### src/rtl/wave_lookup_interp.sv
// Wavetable lookup with direct / half-wave / quarter-wave symmetry and optional
// linear interpolation between adjacent table entries. It reads two entries from an
// external synchronous ROM and returns one registered sample per request.
//
// Handshake: a transfer happens on a rising clk edge where valid and ready are both
// high. The producer holds its payload stable while valid is high and ready is low.
// in_ready does not depend on in_valid. out_valid does not depend on out_ready.
module wave_lookup_interp #(
  parameter int PHASE_W  = 16,
  parameter int TABLE_AW = 6,
  parameter int FRAC_W   = 8,
  parameter int SAMPLE_W = 8,
  parameter int PROG_W   = 7,
  parameter int CH_W     = 3
) (
  input  logic                         clk,
  input  logic                         rst_n,
  input  logic                         in_valid,
  output logic                         in_ready,
  input  logic [PHASE_W-1:0]           phase,
  input  logic [PROG_W-1:0]            prog,
  input  logic [1:0]                   mode,
  input  logic                         interp_en,
  input  logic [CH_W-1:0]              in_ch,
  output logic                         rom_en,
  output logic [PROG_W+TABLE_AW-1:0]   rom_addr,
  input  logic [SAMPLE_W-1:0]          rom_data,
  output logic                         out_valid,
  input  logic                         out_ready,
  output logic [SAMPLE_W-1:0]          sample,
  output logic [CH_W-1:0]              out_ch,
  output logic [2:0]                   dbg_state
);

  localparam int PW = SAMPLE_W + FRAC_W + 2;
  localparam logic [TABLE_AW-1:0] IDX_MAX = '1;

  typedef enum logic [2:0] {
    S_IDLE = 3'd0,
    S_RD0  = 3'd1,
    S_RD1  = 3'd2,
    S_CALC = 3'd3,
    S_OUT  = 3'd4
  } state_t;

  state_t state_q, state_d;

  logic                accept;
  logic [TABLE_AW-1:0] idx, nxt, a0_n, a1_n;
  logic [FRAC_W-1:0]   frac;
  logic                rev, inv, wrap;

  logic [TABLE_AW-1:0] a0_q, a1_q;
  logic [PROG_W-1:0]   prog_q;
  logic [FRAC_W-1:0]   frac_q;
  logic                inv_q;
  logic [CH_W-1:0]     ch_q;
  logic [SAMPLE_W-1:0] s0_q, sample_q;
  logic [CH_W-1:0]     out_ch_q;

  logic signed [SAMPLE_W:0] diff;
  logic signed [PW-1:0]     prod;
  logic [SAMPLE_W-1:0]      y;

  assign accept = in_valid & in_ready;

  // Split the phase into index/fraction and derive the symmetry flags for the mode.
  // Reversal maps i -> M-i, which for an all-ones M is a bitwise NOT of the index.
  always_comb begin
    idx  = phase[PHASE_W-1 -: TABLE_AW];
    frac = phase[PHASE_W-1-TABLE_AW -: FRAC_W];
    rev  = 1'b0;
    inv  = 1'b0;
    wrap = 1'b1;
    case (mode)
      2'b01: begin
        idx  = phase[PHASE_W-2 -: TABLE_AW];
        frac = phase[PHASE_W-2-TABLE_AW -: FRAC_W];
        rev  = phase[PHASE_W-1];
        inv  = phase[PHASE_W-1];
        wrap = 1'b0;
      end
      2'b10: begin
        idx  = phase[PHASE_W-3 -: TABLE_AW];
        frac = phase[PHASE_W-3-TABLE_AW -: FRAC_W];
        rev  = phase[PHASE_W-2];
        inv  = phase[PHASE_W-1];
        wrap = 1'b0;
      end
      default: ;
    endcase
    if (!interp_en) frac = '0;
    // Symmetric tables hold the last point instead of wrapping into the next segment.
    nxt  = (idx == IDX_MAX && !wrap) ? idx : idx + TABLE_AW'(1);
    a0_n = rev ? ~idx : idx;
    a1_n = rev ? ~nxt : nxt;
  end

  // Linear interpolation: y = s0 + floor((s1 - s0) * frac / 2^FRAC_W); s1 arrives on rom_data in CALC.
  always_comb begin
    diff = $signed({1'b0, rom_data}) - $signed({1'b0, s0_q});
    prod = PW'(diff) * PW'($signed({1'b0, frac_q}));
    y    = SAMPLE_W'(PW'($signed({1'b0, s0_q})) + (prod >>> FRAC_W));
  end

  // State register.
  always_ff @(posedge clk or negedge rst_n) begin
    if (!rst_n) state_q <= S_IDLE;
    else        state_q <= state_d;
  end

  // Next-state logic and FSM-driven outputs.
  always_comb begin
    state_d   = state_q;
    in_ready  = 1'b0;
    rom_en    = 1'b0;
    rom_addr  = '0;
    out_valid = 1'b0;
    case (state_q)
      S_IDLE: begin
        in_ready = rst_n;
        if (in_valid && rst_n) state_d = S_RD0;
      end
      S_RD0: begin
        rom_en   = 1'b1;
        rom_addr = {prog_q, a0_q};
        state_d  = S_RD1;
      end
      S_RD1: begin
        rom_en   = 1'b1;
        rom_addr = {prog_q, a1_q};
        state_d  = S_CALC;
      end
      S_CALC: state_d = S_OUT;
      S_OUT: begin
        out_valid = 1'b1;
        if (out_ready) state_d = S_IDLE;
      end
      default: state_d = S_IDLE;
    endcase
  end

  // Request capture, first-sample capture and registered result.
  always_ff @(posedge clk or negedge rst_n) begin
    if (!rst_n) begin
      a0_q     <= '0;
      a1_q     <= '0;
      prog_q   <= '0;
      frac_q   <= '0;
      inv_q    <= 1'b0;
      ch_q     <= '0;
      s0_q     <= '0;
      sample_q <= '0;
      out_ch_q <= '0;
    end else begin
      if (accept) begin
        a0_q   <= a0_n;
        a1_q   <= a1_n;
        prog_q <= prog;
        frac_q <= frac;
        inv_q  <= inv;
        ch_q   <= in_ch;
      end
      if (state_q == S_RD1) s0_q <= rom_data;
      if (state_q == S_CALC) begin
        sample_q <= inv_q ? ~y : y;
        out_ch_q <= ch_q;
      end
    end
  end

  assign sample    = sample_q;
  assign out_ch    = out_ch_q;
  assign dbg_state = state_q;

endmodule
### config.mk
export PLATFORM = sky130hd
export DESIGN_NAME = wave_lookup_interp
export DESIGN_NICKNAME = d
export VERILOG_FILES = /design/src/rtl/wave_lookup_interp.sv
export SDC_FILE = /design/constraint.sdc
export NUM_CORES = 1
export LEC_CHECK = 0
export CELL_PAD_IN_SITES_DETAIL_PLACEMENT = 0
export CELL_PAD_IN_SITES_GLOBAL_PLACEMENT = 1
export CORE_ASPECT_RATIO = 1.2
export CORE_MARGIN = 4
export CORE_UTILIZATION = 40
export CTS_CLUSTER_SIZE = 12
export DETAILED_ROUTE_END_ITERATION = 7
export PLACE_DENSITY = 0.83
export SYNTH_ARGS = -nofsm -noshare
export SYNTH_HDL_FRONTEND = slang
export SYNTH_SLANG_ARGS = --single-unit
### constraint.sdc
create_clock -name clk -period 17.3 [get_ports clk]
set_input_delay 4.325 -clock clk [delete_from_list [all_inputs] [get_ports clk]]
set_output_delay 4.325 -clock clk [all_outputs]
set_load 0.05 [all_outputs]
== After elaboration in Yosys (flattened, before gate mapping) ==
Index checks and enable logic that the tools add are counted.
Operators by class
  eq/ne operators: 9
  multipliers: 1
  add/subtract/negate cells: 3
  reduce and logical (&&, ||, !) cells: 6
  muxes and demuxes: 16
  bitwise gates (word level): 4
Operator list (count)
  13-bit case mux with 2 select lines: 1
  6-bit 2-to-1 mux: 3
  9-bit by 9-bit multiplier with 16-bit output: 1
  8-bit 2-to-1 mux: 2
  8-bit case mux with 2 select lines: 1
  3-bit case mux with 5 select lines: 1
  6-bit inverter: 2
  6-bit case mux with 2 select lines: 1
  8-bit by 8-bit subtractor with 9-bit output: 1
  8-bit adder: 1
  8-bit inverter: 1
  6-bit by 1-bit adder with 6-bit output (second input constant): 1
  3-bit by 2-bit == test with 1-bit output (second input constant): 2
  6-bit == test (second input constant): 1
  3-bit 2-to-1 mux: 2
  1-bit 2-to-1 mux: 4
  2-bit != test (second input constant): 2
  2-bit OR reduction: 2
  3-bit by 1-bit == test with 1-bit output (second input constant): 1
  3-bit == test (second input constant): 1
  3-bit logical NOT: 1
  2-bit by 1-bit == test with 1-bit output (second input constant): 1
  2-bit == test (second input constant): 1
  1-bit logical AND: 2
  other kinds (3): 3
Storage, ports and cells
  register bits after elaboration: 53
  bits of input ports: 41
  output and inout port bits: 30

== Longest topological paths before layout ==
Gate-level depths: netlist of the first run.
  depth in word-level cells: 7
  gate-level depth with buffers: 33

== Least setup slack after synthesis of the first run ==
OpenSTA, ideal clock, no wires.
  kind: in2reg
  start point: input port rom_data[1]
  end point: register sample_q[7] (netlist: sample[7])
  cell stages on the path: 30
  setup slack: 6.454 ns
  data arrival time: 10.714 ns
  buffers on the path: 0
  cells stage by stage: ha_1 nor2b_1 o21ai_0 a21boi_0 o21ai_0 nand2b_1 a21o_1 a21oi_2 mux2_2 fa_1 inv_1 fa_1 inv_1 fa_1 inv_1 fa_1 ha_1 and3_1 a21o_2 or2_2 a21oi_1 xnor2_1 ha_1 nor2b_1 nor3_1 nor2_1 o41ai_1 xnor2_1 xnor2_1 o21ai_1
Between the ends
  word-level cells in the longest chain between the ends: 5
RTL lines
  start, declared: RTL line 27  | input logic [SAMPLE_W-1:0] rom_data,
  8-bit by 8-bit subtractor with 9-bit output (*): RTL line 101  | diff = $signed({1'b0, rom_data}) - $signed({1'b0, s0_q});
  9-bit by 9-bit multiplier with 16-bit output (*): RTL line 102  | prod = PW'(diff) * PW'($signed({1'b0, frac_q}));
  8-bit adder (*): RTL line 103  | y = SAMPLE_W'(PW'($signed({1'b0, s0_q})) + (prod >>> FRAC_W));
  8-bit inverter: RTL line 166  | sample_q <= inv_q ? ~y : y;
  8-bit 2-to-1 mux (*): RTL line 166
  end signal, assigned: RTL line 166
  end, declared: RTL line 58  | logic [SAMPLE_W-1:0] s0_q, sample_q;
Every way passes the cells marked *; elsewhere a longest branch is shown, timed or not.
A chain may end at the register's enable or synchronous reset.

== Worst setup path after layout of the first run ==
Same ends and word-level chain as after synthesis.

==> metrics, run 1 <==
CP endpoint kind=flip-flop; clock sinks=53; setup ws final=5.742 ns; Num CTS Buffers=5; Die W=between 100 and 150 um; Post-DP HPWL=10540 um; Crit path largest cell delay=roughly 0.50 ns; commonest non-fill, non-tap cell in the layout=inv_1; nets=841; Fin. Hold Viols=0; Overall Global Routing Usage=16.41%; hold buffers post-CTS=0; Startpoint Class=input port; library cells used by synthesis=44; Hold Crit Class=reg -> reg; Setup Buffers After CTS=0; share of cells above drive strength 1=5.722%; most frequent cells in the layout=inv_1, nand2_1, clkdlybuf4s50_1; final core occ=between 40% and 50%; Worst-path clk slew=0.07 ns; Fmax achieved=86.52 MHz; Post-Route WL=about 13000 um; Max Cap Viol=0; syn_nets=788; DRC=0; Slew Viols, Final=0; die height=139.3 um; Seq cells post-synth=53; Area growth, synth to finish=17.33%; yosys warns=0; dpl cells=862; DR WL/cell=14.81 um; GRT overflow=0; Non-Filler Instances=870; # setup viols final=0; vias in the first global route=4829; DIE AREA=16360 um^2; core area=13940 um^2; number of flops mapped to enable cells by yosys=0; cell mode on critical path=fa_1; number of diodes=0; Seq/Total Area, Yosys=around 23%; Avg Inst Size Synth=slightly below 9 um^2; initial antenna violation count=1; CTS tree=yes; clock buffer depth=2; synthesized cell area=5747 um^2; largest net degree at the start of global routing=between 50 and 60; minimum clock period=11.56 ns; routability cong.=a little under 0.9; htree depth=2; Slew @ Worst Pin=~0.77 ns; drt initial violations=130; root buffer selected by CTS=clkbuf_16; Final period util=approximately two thirds; Vias/cell=~5; slowest CP cell=fa_1; first-pass GRT wire length=22750 um; setup TNS=0 ns; outcome=finished, final reports clean; crit path max fanout=8; Main synth FF type=dfrtp_1; Crit path arrival time=11.71 ns; Via Count=4426; row count=47; PostCTS Resize Cnt=0; worst-skew pair later-pin latency=0.30 ns; Post-DRT Antenna Nets=0; Cells after Synth=approximately 650; Worst EP required=17.46 ns; Setup Slack @ Placement=5.437 ns; Starting Density=41.23%; Worst Path Class, Setup=in -> reg; unrepaired setup endpoints after global routing=no; DR pass1 iterations=5; Synth async-reset ratio=100.0%; Max-slew headroom=48.45%; PortBufs=70; clk_skew=approximately 0.0077 ns; IO Pins=71
-- cell usage after synthesis (9+ instances only) --
library cell,n,area (um^2)
inv_1,92,345.3
a221o_1,9,90.09
ha_1,49,613.1
fa_1,53,1061
and2_1,28,175.2
xor2_1,13,113.9
a21oi_1,14,70.07
mux2_2,20,225.2
o21ai_0,53,265.3
xnor2_1,34,297.8
nand2_1,83,311.6
clkbuf_1,23,86.33
nand2b_1,17,106.4
dfrtp_1,53,1326
nor2b_1,15,93.84
a22oi_1,11,82.58
nor2_1,26,97.59
-- worst max-delay path: cells and delay by family --
family | cells | cell delay [ns]
buffers and inverters | 4 | 0.61
adder cells (fa/ha/maj) | 7 | 2.84
AND/OR/NAND/NOR | 7 | 0.95
AO/OA/AOI/OAI | 10 | 2.09
multiplexers | 1 | 0.41
XOR/XNOR | 3 | 0.47
-- logic make-up after synthesis --
group | after synthesis | synth area share (%)
xor+xnor | 47 | 7.163
simple gates | 191 | 16.13
compound gates | 107 | 11.69
fa+ha+maj | 102 | 29.13
flops | 53 | 23.08
mux | 26 | 4.964
buf+inv | 119 | 7.838
-- metal layers --
metal	GRT usage (%)	share of wire (%)	vias to the layer above
met3	2.516	3.4	18
met4	4.138	1.7	2
met5	0	0.10	-
li1	-	-	2175
met1	20.06	43	2147
met2	30.27	52	84
-- stage by stage --
step | area [um^2] | hold slack, ns
final | 6743 | 0.4846
after global routing | 6743 | 0.4959
after CTS | 6743 | 0.4885
after detailed placement | 6574 | 0.4725
after global placement | 6574 | 0.4640
after floorplan | 5747 | 0.4502
-- path summary, 6_finish.rpt --
check | from | endpoint | slack, ns | cells after the start
setup / recovery | rom_data[1] | sample[7]$_DFFE_PN0P_ | 5.74 | 32
hold / removal | a1_q[2]$_DFFE_PN0P_ | a1_q[2]$_DFFE_PN0P_ | 0.48 | 2
setup reg to reg | s0_q[1]$_DFFE_PN0N_ | sample[7]$_DFFE_PN0P_ | 9.70 | 32
hold reg to reg | a1_q[2]$_DFFE_PN0P_ | a1_q[2]$_DFFE_PN0P_ | 0.48 | 2
max in group asynchronous | rst_n | a1_q[4]$_DFFE_PN0P_ | 12.69 | 2
min in group asynchronous | rst_n | sample[0]$_DFFE_PN0P_ | 4.15 | 2
-- state kept, by name, indices dropped and copies added (netlist names) --
signal     cells
frac_q         8
s0_q           8
sample         8
prog_q         7
a0_q           6
a1_q           6
ch_q           3
dbg_state      3
out_ch         3
inv_q          1
-- layout make-up --
| cell class | count | area (um^2) |
|---|---|---|
| Multi-Input combinational cell | 473 | 3970 |
| Fill cell | 1339 | 7194 |
| Inverter | 92 | 345.3 |
| Sequential cell | 53 | 1326 |
| Tap cell | 171 | 214.0 |
| Clock buffer | 5 | 125.1 |
| Timing Repair Buffer | 73 | 718.2 |
| Clock inverter | 3 | 43.79 |
Power of run 1 is left out: the tool's default activity adds up to more than one toggle a clock period on the data nets, which glitch-free logic cannot reach.
==> run 2: changes to the inputs <==
- PLACE_DENSITY: 0.83 -> 0.86
- clock period: 17.3 -> 9.7 ns (I/O delays scaled with it)
==> metrics, run 2 (synthesis gave the netlist of run 1 again) <==
slowest CP cell=fa_1; Post-DRT Antenna Nets=0; largest net degree at the start of global routing=56; DRC=0; Fmax achieved=between 100 and 150 MHz; outcome=finished, final reports clean; Worst EP required=9.86 ns; share of cells above drive strength 1=7.334%; Overall Global Routing Usage=16.29%; Final period util=~95%; drt initial violations=180; most frequent cells in the layout=inv_1, nand2_1, clkdlybuf4s50_1; Fin. Hold Viols=0; commonest non-fill, non-tap cell in the layout=inv_1; IO Pins=71; Vias/cell=a little over 5; core area=13940 um^2; Die W=117.4 um; Worst-path clk slew=0.07 ns; initial antenna violation count=1; minimum clock period=~9.2 ns; Crit path largest cell delay=0.53 ns; # setup viols final=0; setup TNS=0 ns; Crit path arrival time=around 9.4 ns; CTS tree=yes; Hold Crit Class=reg -> reg; Hold Slack=0.4835 ns; Via Count=4497; die height=~140 um; row count=47; DIE AREA=between 15000 and 20000 um^2; vias in the first global route=between 4000 and 5000; Slew Viols, Final=0; Max-slew headroom=around half; clock buffer depth=2; Area growth, synth to finish=18.64%; unrepaired setup endpoints after global routing=no; number of diodes=0; Num CTS Buffers=5; worst-skew pair later-pin latency=~0.29 ns; nets=851; clock sinks=53; routability cong.=approximately 0.87; htree depth=2; Startpoint Class=input port; Post-Route WL=roughly 13000 um; Buf/Inv on CP=5; GRT overflow=0; Starting Density=between 40% and 50%; CP endpoint kind=flip-flop; Worst Path Class, Setup=in -> reg; Largest delay share family, worst path=adder cells; crit path max fanout=6; Slew @ Worst Pin=0.7512 ns; PortBufs=70; DR WL/cell=14.40 um; DR pass1 iterations=4; first-pass GRT wire length=around 23000 um; root buffer selected by CTS=clkbuf_16; Post-DP HPWL=10410 um; final core occ=48.92%; Max Cap Viol=0; cell mode on critical path=fa_1; clk_skew=between 0.004 and 0.005 ns
[run 2: timing repair]
item,4_1_cts,5_1_grt
setup buffers,0,0
resized for setup,0,5
endpoints found under the setup margin,0,2
hold buffers,0,0
[run 2: final timing paths]
path | start | end | slack, ns | depth (start not counted)
worst max-delay path | rom_data[1] | sample[7]$_DFFE_PN0P_ | 0.50 | 34
worst min-delay path | a0_q[4]$_DFFE_PN0P_ | a0_q[4]$_DFFE_PN0P_ | 0.48 | 2
worst max register to register | s0_q[1]$_DFFE_PN0N_ | sample[7]$_DFFE_PN0P_ | 2.55 | 34
worst min register to register | a0_q[4]$_DFFE_PN0P_ | a0_q[4]$_DFFE_PN0P_ | 0.48 | 2
max in group asynchronous | rst_n | frac_q[1]$_DFFE_PN0P_ | 6.99 | 2
min in group asynchronous | rst_n | s0_q[3]$_DFFE_PN0N_ | 2.25 | 2
[run 2: area by class of cell]
cell class	count	area (um^2)
fillers	1323	7119
multi-input cells	473	3993
flip-flops and latches	53	1326
repair buffers	83	793.3
inverters	92	345.3
well taps	171	214.0
clock buffers	5	125.1
clock inverters	3	21.27
[run 2: per-layer routing]
layer / global-route usage (%) / vias up / part of all wire, %
li1: - / 2187 / -
met1: 20.30 / 2224 / 43
met2: 29.84 / 71 / 53
met3: 2.963 / 13 / 3.2
met4: 2.903 / 2 / 0.92
met5: 0 / - / 0.10
[run 2: worst register-to-register path, delay by kind of cell (launching register included)]
| family | cells | cell delay, ns |
|---|---|---|
| buf+inv | 5 | 0.49 |
| simple gates | 6 | 0.56 |
| xor+xnor | 3 | 0.43 |
| flops | 1 | 0.43 |
| compound gates | 12 | 1.87 |
| fa+ha+maj | 7 | 2.88 |
| mux | 1 | 0.35 |
[run 2: stage by stage]
| step | instances | instance area, um^2 | setup slack [ns] |
|---|---|---|---|
| 3_3_place_gp | 872 | 6649 | 0.1712 |
| 5_1_grt | 880 | 6818 | 0.01249 |
| 2_1_floorplan | 645 | 5747 | 0.7539 |
| 6_report | 880 | 6818 | 0.4988 |
| 3_5_place_dp | 872 | 6649 | 0.03505 |
| 4_1_cts | 880 | 6795 | 0.3187 |
Power of run 2 is left out for the same reason.
==> run 3: changes to the inputs <==
- CORE_MARGIN: 4 -> 2
- CTS_CLUSTER_DIAMETER: not set -> 30
- PLACE_DENSITY: 0.86 -> 0.83
- clock period: 9.7 -> 10.4 ns (I/O delays scaled with it)
==> metrics, run 3 (synthesis gave the netlist of run 1 again) <==
FF-to-FF End=sample[7]$_DFFE_PN0P_; DRC=0; Starting Density=around two fifths; DIE AREA=approximately 15000 um^2; Largest delay share family, worst path=adder cells; Crit path arrival time=a little under 10 ns; Max Cap Viol=0; Num CTS Buffers=5; DR pass1 iterations=5; die height=about 140 um; IO Pins=71; HP Start=a1_q[4]$_DFFE_PN0P_; Post-Route WL=12650 um; GRT overflow=0; hold path endpoint=a1_q[4]$_DFFE_PN0P_; number of diodes=0; Post-DRT Antenna Nets=0; minimum clock period=roughly 9.8 ns; largest net degree at the start of global routing=56; Vias/cell=5.066; Reg2Reg Depth=29; nets=845; R2R Setup Slk=3.04 ns; Fin. Hold Viols=0; # setup viols final=0; Fmax achieved=102.3 MHz; Hold Crit Class=reg -> reg; Final period util=94.01%; clk_skew=0.01074 ns; unrepaired setup endpoints after global routing=no; first-pass GRT wire length=21890 um; Setup Buffers After CTS=0; setup TNS=0 ns; Max-slew headroom=53.65%; Worst EP required=10.56 ns; hold buffers post-CTS=0; Worst Path Class, Setup=in -> reg; CTS tree=yes; FILL cells=1364; commonest non-fill, non-tap cell in the layout=inv_1; share of cells above drive strength 1=6.117%; Reg-to-Reg Start=s0_q[0]$_DFFE_PN0N_; Worst-path clk slew=0.07 ns; routability cong.=~0.87; clock sinks=53; cell mode on critical path=fa_1; Slew @ Worst Pin=a little under 0.7 ns; row count=48; Startpoint Class=input port; slowest CP cell=fa_1; Crit path largest cell delay=approximately 0.53 ns; Post-DP HPWL=10170 um; drt initial violations=between 100 and 150; Die W=113.4 um; Area growth, synth to finish=17.92%; most frequent cells in the layout=inv_1, nand2_1, clkdlybuf4s50_1; CP endpoint kind=flip-flop; worst-skew pair later-pin latency=0.30 ns; Worst Hold Depth=2; Overall Global Routing Usage=17.49%; PostCTS Resize Cnt=0; DR WL/cell=14.40 um; outcome=finished, final reports clean; core area=14230 um^2; clock buffer depth=2; htree depth=2; initial antenna violation count=0; Slew Viols, Final=0; Buf/Inv on CP=5; vias in the first global route=~4800; crit path max fanout=8; root buffer selected by CTS=clkbuf_16; PortBufs=70; Via Count=4448
run 3: cell types whose count changed in the layout (fill, tap and decap cells not counted), sizes merged:
cell	before	now
buf	14	8
clkinvlp	1	0
inv	93	92
clkbuf	5	6
bufinv	0	1
run 3: stage by stage:
step,instance area [um^2],util [%],std cells,worst slack [ns],hold slack (ns)
after floorplan,5747,-,645,1.279,0.4502
after global placement,6609,46.43,870,0.5868,0.4641
after detailed placement,6609,46.43,870,0.3366,0.4707
after CTS,6777,47.61,878,0.6363,0.4852
after global routing,6777,47.61,878,0.08593,0.5071
final,6777,47.61,878,0.6230,0.4809
run 3: routing by layer:
layer / track usage [%] / part of all wire [%] / up-vias / wire [um]
li1: - / - / 2182 / -
met1: 21.25 / 43 / 2178 / 5439
met2: 32.40 / 52 / 72 / 6612
met3: 2.103 / 2.8 / 16 / 354
met4: 5.081 / 1.9 / 0 / 241
met5: 0 / 0 / - / 0
run 3: layout make-up:
cell class,count,area [um^2],share of cell area [%]
Multi-Input combinational cell,473,3970,58.59
Sequential cell,53,1326,19.57
Timing Repair Buffer,77,748.2,11.04
Inverter,92,345.3,5.096
Tap cell,175,219.0,3.231
Clock buffer,6,128.9,1.902
Clock inverter,2,38.79,0.5724
run 3: how the worst max path moves through the flow:
stage	startpoint	end	cells past startpoint
floorplan	rom_data[1]	sample[7]$_DFFE_PN0P_	30
global placement	rom_data[0]	sample[7]$_DFFE_PN0P_	30
detailed placement	rom_data[0]	sample[7]$_DFFE_PN0P_	31
CTS	rom_data[0]	sample[7]$_DFFE_PN0P_	31
global route	rom_data[0]	sample[7]$_DFFE_PN0P_	31
finish	rom_data[0]	sample[7]$_DFFE_PN0P_	31
run 3: worst min-delay path: cells and delay by family (launching register included):
kind | cells | cell delay (ns)
flops | 1 | 0.34
compound gates | 1 | 0.06
simple gates | 1 | 0.05
Power of run 3 is left out for the same reason.
